**src/rtl/pwm_deadtime_gen.sv**
```systemverilog
// pwm_deadtime_gen: complementary PWM pair with dead time and period-aligned, double-buffered duty.
module pwm_deadtime_gen #(
  parameter int CW = 4,
  parameter int DT = 1
) (
  input  logic          CLK,
  input  logic          RST,
  input  logic [CW-1:0] CNT,
  input  logic          EN,
  input  logic [CW:0]   DUTY_IN,
  input  logic          DUTY_VLD,
  output logic          DUTY_RDY,
  output logic          PWM_H,
  output logic          PWM_L,
  output logic          PRD_STB
);
  typedef enum logic [1:0] {st_off, st_hi, st_lo, st_dt} state_t;
  localparam logic [CW:0] dmax = {1'b1, {CW{1'b0}}};
  state_t state, state_nx, resolve, enter;
  logic [3:0] dtc, dtc_nx;
  logic [CW:0] act, pend, duty;
  logic pend_full, rdy, stb, bnd, xfer, raw, go;
  assign bnd = CNT == '0;
  assign xfer = DUTY_VLD & rdy;
  // a value loaded at this boundary already governs this cycle's compare
  assign duty = (bnd & pend_full) ? pend : act;
  assign raw = {1'b0, CNT} < duty;
  assign resolve = raw ? st_hi : st_lo;
  assign enter = (DT == 0) ? resolve : st_dt;
  assign go = state == st_off ? EN : state == st_hi ? !raw : state == st_lo ? raw : 1'b0;
  always_comb begin
    state_nx = !EN ? st_off : go ? enter : (state == st_dt && dtc <= 4'd1) ? resolve : state;
    dtc_nx = go ? 4'(DT) : state == st_dt ? dtc - 4'd1 : dtc;
  end
  always_ff @(posedge CLK or posedge RST) begin
    if (RST) begin
      state <= st_off;
      dtc <= '0;
      act <= '0;
      pend <= '0;
      pend_full <= 1'b0;
      rdy <= 1'b0;
      stb <= 1'b0;
    end else begin
      state <= state_nx;
      dtc <= dtc_nx;
      stb <= bnd;
      // ready drops on the accepting edge so a changed source value cannot slip in
      rdy <= ~pend_full & ~xfer;
      if (bnd & pend_full) begin
        act <= pend;
        pend_full <= 1'b0;
      end
      if (xfer) begin
        pend <= (DUTY_IN > dmax) ? dmax : DUTY_IN;
        pend_full <= 1'b1;
      end
    end
  end
  assign DUTY_RDY = rdy;
  assign PRD_STB = stb;
  assign PWM_H = state == st_hi;
  assign PWM_L = state == st_lo;
endmodule

```
**config.mk**
```make
export PLATFORM = sky130hd
export DESIGN_NAME = pwm_deadtime_gen
export DESIGN_NICKNAME = d
export VERILOG_FILES = /design/src/rtl/pwm_deadtime_gen.sv
export SDC_FILE = /design/constraint.sdc
export NUM_CORES = 1
export LEC_CHECK = 0
export ABC_AREA = 0
export BUFFER_PORTS_ARGS = -buffer_cell sky130_fd_sc_hd__buf_2
export CORE_MARGIN = 8
export CORE_UTILIZATION = 45
export CTS_BUF_LIST = sky130_fd_sc_hd__clkbuf_4 sky130_fd_sc_hd__clkbuf_8
export CTS_CLUSTER_DIAMETER = 120
export DETAILED_ROUTE_END_ITERATION = 12
export GPL_TIMING_DRIVEN = 0
export PLACE_DENSITY_LB_ADDON = 0.12
export SYNTH_ARGS = -nofsm -noshare
export SYNTH_HDL_FRONTEND = slang
export SYNTH_SLANG_ARGS = --single-unit
```
**constraint.sdc**
```tcl
create_clock -name CLK -period 2.3 [get_ports CLK]
set_input_delay 0.115 -clock CLK [delete_from_list [all_inputs] [get_ports CLK]]
set_output_delay 0.115 -clock CLK [all_outputs]
set_load 0.1 [all_outputs]
```
# Word-level counts from Yosys, hierarchy flattened
# Cells that the tools add are included.
[totals] reg_bits=19 in_bits=13 out_inout_bits=4 word_cells=39
[classes] addsub=1 magnitude_cmp=3 n_eq_ne=4 muxes=13 n_bitwise=5 reduce_logical=6
[op_table] op="5-bit two-way mux" count=2
[op_table] op="2-bit two-way mux" count=4
[op_table] op="4-bit two-way mux" count=2
[op_table] op="5-bit > comparator (second input constant)" count=1
[op_table] op="4-bit by 5-bit less-than comparator with 1-bit output" count=1
[op_table] op="1-bit two-way mux" count=5
[op_table] op="2-bit equality test (second input constant)" count=2
[op_table] op="4-bit by 1-bit less-or-equal comparator with 1-bit output (second input constant)" count=1
[op_table] op="4-bit logical NOT" count=1
[op_table] op="2-bit nonzero test" count=2
[op_table] op="4-bit by 1-bit subtractor with 4-bit output (second input constant)" count=1
[op_table] op="1-bit bitwise AND" count=3
[op_table] op="3-bit by 1-bit inequality test with 1-bit output (second input constant)" count=1
[op_table] op="2-bit by 1-bit equality test with 1-bit output (second input constant)" count=1
[op_table] op="2-bit logical NOT" count=1
[op_table] op="1-bit inverter" count=2
[op_table] op="1-bit logical AND" count=1
[op_table] op="1-bit logical NOT" count=1

# Depth between registers and ports, before layout
# Gate-level depths: netlist of the first run.
[depth] ltp_word=9 mapped_depth=10 ltp_nobuf=10

# Worst setup path after synthesis of the first run
# OpenSTA, ideal clock, no wires.
[synth_path] kind="flip-flop to output port" from="reg state[1]" to="out PWM_L" t_arrival_ns=2.019 required_ns=2.185 path_slack_ns=0.166 path_stages_with_launch=3 n_path_buf=1 path_cell_list="dfrtp_1 -> clkbuf_1 -> nor2b_1"
[synth_via] elab_chain_len=1
[synth_lines] element="start: declaration" line="19" text="state_t state, state_nx, resolve, enter;"
[synth_lines] element="start signal: assignment" line="37" text="state <= st_off;"
[synth_lines] element="start signal: assignment" line="45" text="state <= state_nx;"
[synth_lines] element="2-bit equality test" line="63" text="assign PWM_L = state == st_lo;"
[synth_lines] element="end: declaration" line="14" text="output logic PWM_L,"
# No other way between the ends.

# Worst setup path after layout of the first run
[layout_path] from="reg pend_full" to="reg dtc[3]"
[layout_via] elab_chain_len=7 word_cells_on_any_way=9 cone_classes="1 x order compare; 5 x mux; 1 x bitwise; 2 x reduce/logical"
[layout_lines] element="start: declaration" line="22" text="logic pend_full, rdy, stb, bnd, xfer, raw, go;"
[layout_lines] element="start signal: assignment" line="41" text="pend_full <= 1'b0;"
[layout_lines] element="start signal: assignment" line="52" text="pend_full <= 1'b0;"
[layout_lines] element="start signal: assignment" line="56" text="pend_full <= 1'b1;"
[layout_lines] element="1-bit bitwise AND (*)" line="26" text="assign duty = (bnd & pend_full) ? pend : act;"
[layout_lines] element="5-bit two-way mux (*)"
[layout_lines] element="4-bit by 5-bit less-than comparator with 1-bit output (*)" line="27" text="assign raw = {1'b0, CNT} < duty;"
[layout_lines] element="1-bit two-way mux / 1-bit logical NOT (equally long branches)" line="30" text="assign go = state == st_off ? EN : state == st_hi ? !raw : state == st_lo ? raw : 1'b0;"
[layout_lines] element="1-bit two-way mux (*) (2 in series)" line="30"
[layout_lines] element="4-bit two-way mux / 2-bit nonzero test (equally long branches)"
[layout_lines] element="end signal: assignment" line="46" text="dtc <= dtc_nx;"
[layout_lines] element="end: declaration" line="20" text="logic [3:0] dtc, dtc_nx;"
# Mark *: on every way between the ends. The rest lies on a longest branch, timed or not.
# A chain may end at the register's enable or synchronous reset.

==> results of run 1 <==
worst paths after layout:
kind                                         to  slack (ns)                  start  cells after the start
max in group asynchronous      act[1]$_DFF_PP0_        1.34                    RST                      3
min in group asynchronous  state[0]$_DFFE_PP0P_        0.49                    RST                      3
setup reg to reg             dtc[3]$_DFFE_PP0P_        0.07  pend_full$_DFFE_PP0P_                      9
hold reg to reg              DUTY_RDY$_DFF_PP0_        0.46     DUTY_RDY$_DFF_PP0_                      1
setup / recovery             dtc[3]$_DFFE_PP0P_        0.07  pend_full$_DFFE_PP0P_                      9
hold / removal                PRD_STB$_DFF_PP0_        0.03                 CNT[2]                      2
synth_stat cells (2+ instances only):
library cell / number / area, um^2
a21oi_1: 4 / 20.0
and2b_2: 2 / 17.5
clkbuf_1: 2 / 7.51
dfrtp_1: 19 / 475
ha_1: 5 / 62.6
inv_1: 10 / 37.5
mux2_2: 2 / 22.5
mux2i_1: 3 / 30.0
nand2_1: 10 / 37.5
nand2b_1: 4 / 25.0
nor2_1: 3 / 11.3
nor3_1: 4 / 20.0
o211ai_1: 2 / 15.0
o21ai_0: 6 / 30.0
o31ai_1: 2 / 15.0
or3_1: 2 / 12.5
cells by family (layout without fill, tap and decap cells):
logic type | Yosys count | in the layout | synth area share (%)
buffers and inverters | 12 | 38 | 4.34
adder cells (fa/ha/maj) | 5 | 5 | 6.03
AND/OR/NAND/NOR | 33 | 33 | 19.2
flip-flops | 19 | 19 | 45.8
multiplexers | 6 | 6 | 6.51
AO/OA/AOI/OAI | 25 | 25 | 18.1
state kept, by name, summed over array words and instances (netlist names):
register / cells
act: 5
DUTY_RDY: 1
PRD_STB: 1
dtc: 4
pend_full: 1
state: 2
pend: 5
worst max-delay path, cell delays in order (launching register included):
cell and delay, ns:
dfrtp_1 0.45, nand2_4 0.13, mux2i_2 0.25, ha_1 0.30, nand3_2 0.08, nor3_1 0.05
mux2_4 0.29, nor2_4 0.19, a21oi_4 0.10, o311ai_2 0.29
power by group:
part           internal (uW)  leakage, uW  switching (uW)
clock                   79.2    0.0000184             103
sequential               456     0.000243            99.0
combinational            280     0.000367             449
total                    815     0.000628             651
per-layer routing:
layer / vias to the layer above / share of wire (%)
li1: 402 / -
met1: 384 / 42
met2: 18 / 53
met3: 2 / 3.8
met4: 0 / 0.79
met5: - / 0
what timing repair did:
action,4_1_cts,5_1_grt
hold endpoints to repair,20,0
pin swaps,0,4
hold buffers,2,0
resized for setup,1,7
setup endpoints to repair,2,4
buffers inserted,0,4
area by class of cell:
| cell class | count | area [um^2] | area share, % |
|---|---|---|---|
| multi-input cells | 69 | 561 | 43.9 |
| inverters | 10 | 37.5 | 2.94 |
| clock buffers | 4 | 30.0 | 2.35 |
| repair buffers | 22 | 130 | 10.2 |
| well taps | 28 | 35.0 | 2.75 |
| flip-flops and latches | 19 | 475 | 37.3 |
| plain buffers | 2 | 7.51 | 0.588 |
stage by stage:
stage | instances | total power (uW)
after global placement | 144 | 1180
after floorplan | 100 | 1060
after detailed placement | 144 | 1200
after global routing | 154 | 1580
after CTS | 150 | 1390
final | 154 | 1470
==> run_results.csv, run 1 <==
group,metric,value,unit
placement,place_congestion,0.797,
floorplanning,die_area,4100,um^2
worst_setup_path,startpoint_type,"register",
sta,worst_hold_slack,0.0315,ns
clock_tree,cts_tree,"done",
sta,fmax,449,MHz
final_layout,post-route-util,58.3,%
yosys,ys.flop_type,"dfrtp_1",
sta,slew_headroom,48.9,%
route,vias_per_cell,5.23,
clock_tree,cts_buffers,3,
grt,busiest_layer,"met2",
clock_tree,cts_root_buf,"clkbuf_4",
route,first_iter_violations,25,
grt,grt_use_met3,3.31,%
pwr,power_density,1150,nW/um^2
floorplanning,ios,17,
final_layout,diodes,0,
floorplanning,die_h,64.0,um
yosys,ys_async_sr_fraction,100,%
sta,setup_ws,0.0742,ns
clock_tree,clk_latency,0.29,ns
grt,grt_pass1_vias,868,
route,drt_pre_antenna_iters,4,
grt,grtUsageMet2,19.3,%
final_layout,post-route-cell-area,1280,um^2
outcome,status,"finished, final reports clean",
yosys,post_synth.cell_area_avg,10.4,um^2
grt,grt_usage,10.6,%
final_layout,drive_above_1_share,34.1,%
yosys,ys_types,36,
final_layout,final_common_cell,"dfrtp_1",
job,cap_violations,0,
final_layout,synthToLayoutAreaGrowth,23.0,%
worst_setup_path,end_kind,"register",
grt,grt_max_degree,20,
yosys,yosysSeqAreaShare,45.8,%
placement,place_worst_setup_slack,-0.270,ns
grt,met1_usage,11.4,%
sta,clock_skew,0.00141,ns
floorplanning,dieWidth,64.0,um
final_layout,fillers,207,
placement,dp_hpwl,1.54,mm
yosys,ys_warn_count,0,
worst_setup_path,path_class,"register to register",
yosys,synth-edff-count,0,
clock_tree,path_clk_slew,0.11,ns
grt,antenna_found_initial,0,
grt,grt.overflow.total,0,
floorplanning,rows,17,
grt,grt_pass1_wl,3.62,mm
floorplanning,initial_utilization,47.3,%
route,ant_nets,0,
clock_tree,cts_sinks,19,
yosys,synthCells,100,
final_layout,fin_nets,145,
placement,place_area,1150,um^2
sta,worst_slew_pin_slew,0.765,ns
route,detail_route.wl_per_cell,13.2,um
worst_setup_path,arrival,2.43,ns
sta,drv_slew,0,
route,drc_errors,0,
route,wl,2.03,mm
final_layout,final_cell_mix,"19 x dfrtp_1, 16 x buf_2, 10 x inv_1, 10 x nand2_1, 6 x o21ai_0",
worst_setup_path,critPathMaxFanout,5,
worst_setup_path,worstPathRequired,2.50,ns
sta,fin_crit,2.23,ns
pwr,leakage,0.000628,uW
sta,rsz0062_at_grt,"true",
sta,finalCritPeriodShare,96.8,%
floorplanning,core-area,2190,um^2
yosys,synth_area,1040,um^2
placement,port_buffers,16,
route,vias,806,
sta,hold_viol,0,
clock_tree,cts_htree_levels,1,
yosys,synth_nets,118,
hold_path,hp-class,"input port to register",
clock_tree,cts_max_path_buffers,2,
sta,setup_viol,0,
yosys,synth_seq_cells,19,
sta,setup_tns,0,ns
pwr,ir_drop,0.636,mV
Note: power is estimated with default switching activity, not from simulation.
==> run 2: changes to the inputs <==
- CORE_UTILIZATION: 45 -> 34
- GPL_TIMING_DRIVEN: 0 -> not set
- clock period: 2.3 -> 2.5 ns (I/O delays scaled with it)
==> run_results.csv, run 2 (same netlist as run 1, synthesis figures left out) <==
group,metric,value,unit
clock_tree,cts_root_buf,"clkbuf_4",
clock_tree,cts_resized,0,
sta,worst_slew_pin_slew,0.750,ns
final_layout,diodes,0,
route,vias,778,
sta,fin_crit,2.28,ns
grt,grt_usage,9.38,%
worst_setup_path,path_class,"register to register",
route,vias_per_cell,5.05,
job,cap_violations,0,
final_layout,fin_nets,140,
sta,setup_tns,0,ns
route,first_iter_violations,38,
grt,grt.overflow.total,0,
final_layout,fillers,303,
clock_tree,cts_tree,"done",
sta,finalCritPeriodShare,91.0,%
sta,slew_headroom,50.0,%
sta,setup_viol,0,
sta,drv_slew,0,
route,drt_pre_antenna_iters,4,
final_layout,post-route-util,40.6,%
worst_setup_path,end_kind,"register",
grt,grt_pass1_wl,3.80,mm
pwr,power_density,1040,nW/um^2
placement,place_worst_setup_slack,0.0777,ns
worst_setup_path,r2r_cells,9,
final_layout,reg.largest.list,"act: 5 flops, pend: 5 flops, dtc: 4 flops",
clock_tree,ctsHoldBuffers,2,
clock_tree,cts_sinks,19,
grt,grt_pass1_vias,837,
floorplanning,ios,17,
sta,setup_ws,0.225,ns
worst_setup_path,worstPathRequired,2.69,ns
worst_setup_path,critPathMaxFanout,7,
sta,fmax,440,MHz
pwr,ir_drop,0.345,mV
sta,rsz0062_at_grt,"false",
clock_tree,cts_max_path_buffers,2,
route,drc_errors,0,
floorplanning,rows,20,
sta,clock_skew,0.0119,ns
floorplanning,dieWidth,71.2,um
pwr,leakage,0.000623,uW
grt,grt_max_degree,20,
clock_tree,path_clk_slew,0.11,ns
final_layout,synthToLayoutAreaGrowth,16.5,%
route,ant_nets,0,
route,wl,2.08,mm
hold_path,hp-class,"input port to register",
sta,hold_viol,0,
floorplanning,die_area,5070,um^2
final_layout,final_common_cell,"dfrtp_1",
clock_tree,cts_htree_levels,1,
placement,dp_hpwl,1.64,mm
final_layout,final_cell_mix,"19 x dfrtp_1, 16 x buf_2, 10 x inv_1, 10 x nand2_1, 6 x o21ai_0",
placement,port_buffers,16,
grt,antenna_found_initial,0,
clock_tree,postCtsSetupRepairBufs,0,
final_layout,drive_above_1_share,28.1,%
worst_setup_path,startpoint_type,"register",
floorplanning,initial_utilization,34.8,%
clock_tree,cts_buffers,3,
outcome,status,"finished, final reports clean",
hold_path,min_delay_path_depth,2,
floorplanning,core-area,2980,um^2
placement,place_congestion,0.737,
floorplanning,die_h,71.2,um
route,detail_route.wl_per_cell,13.5,um
clock_tree,clk_latency,0.30,ns
worst_setup_path,arrival,2.46,ns
==> run 2: layout make-up <==
cell class / instances / area, um^2 / share of cell area [%]
inverters: 10 / 37.5 / 3.11
clock buffers: 4 / 30.0 / 2.48
repair buffers: 19 / 108 / 8.90
flip-flops and latches: 19 / 475 / 39.3
well taps: 33 / 41.3 / 3.42
multi-input cells: 69 / 517 / 42.8
==> run 2: metal layers <==
metal  GRT usage, %  routed length (um)  up-vias
met5              0                   0        -
met4           4.85                  45        0
met3           2.93                  96        5
met2           14.9                 997       15
met1           11.1                 942      366
li1               -                   -      392
==> run 2: power breakdown <==
group	switching, uW	internal (uW)	total [uW]
clock	94.8	73.0	168
sequential	106	419	526
combinational	361	204	565
==> run 2: worst paths after layout <==
check | from | end | slack [ns]
max reg2reg | pend_full$_DFFE_PP0P_ | dtc[0]$_DFFE_PP0P_ | 0.22
min | EN | state[0]$_DFFE_PP0P_ | 0.05
min reg2reg | DUTY_RDY$_DFF_PP0_ | DUTY_RDY$_DFF_PP0_ | 0.47
min in group asynchronous | RST | state[1]$_DFFE_PP0P_ | 0.48
max | pend_full$_DFFE_PP0P_ | dtc[0]$_DFFE_PP0P_ | 0.22
max in group asynchronous | RST | act[4]$_DFF_PP0_ | 1.54
==> run 2: stage by stage <==
step / hold slack [ns] / total power [uW] / cell area, um^2 / instances
after floorplan: 0.0761 / 977 / 1040 / 100
after global placement: 0.300 / 1100 / 1160 / 148
after detailed placement: 0.313 / 1100 / 1160 / 148
after CTS: 0.0426 / 1280 / 1210 / 154
after global routing: 0.0391 / 1380 / 1210 / 154
final: 0.0498 / 1260 / 1210 / 154
==> run 2: worst max-delay path, cell delays in order (launching register included) <==
cell and delay [ns]:
dfrtp_1 0.45, nand2_4 0.16, mux2i_1 0.25, ha_1 0.28, a21o_1 0.18, a21oi_1 0.23
a211oi_4 0.07, nor2_4 0.18, a21oi_2 0.11, o31a_1 0.25
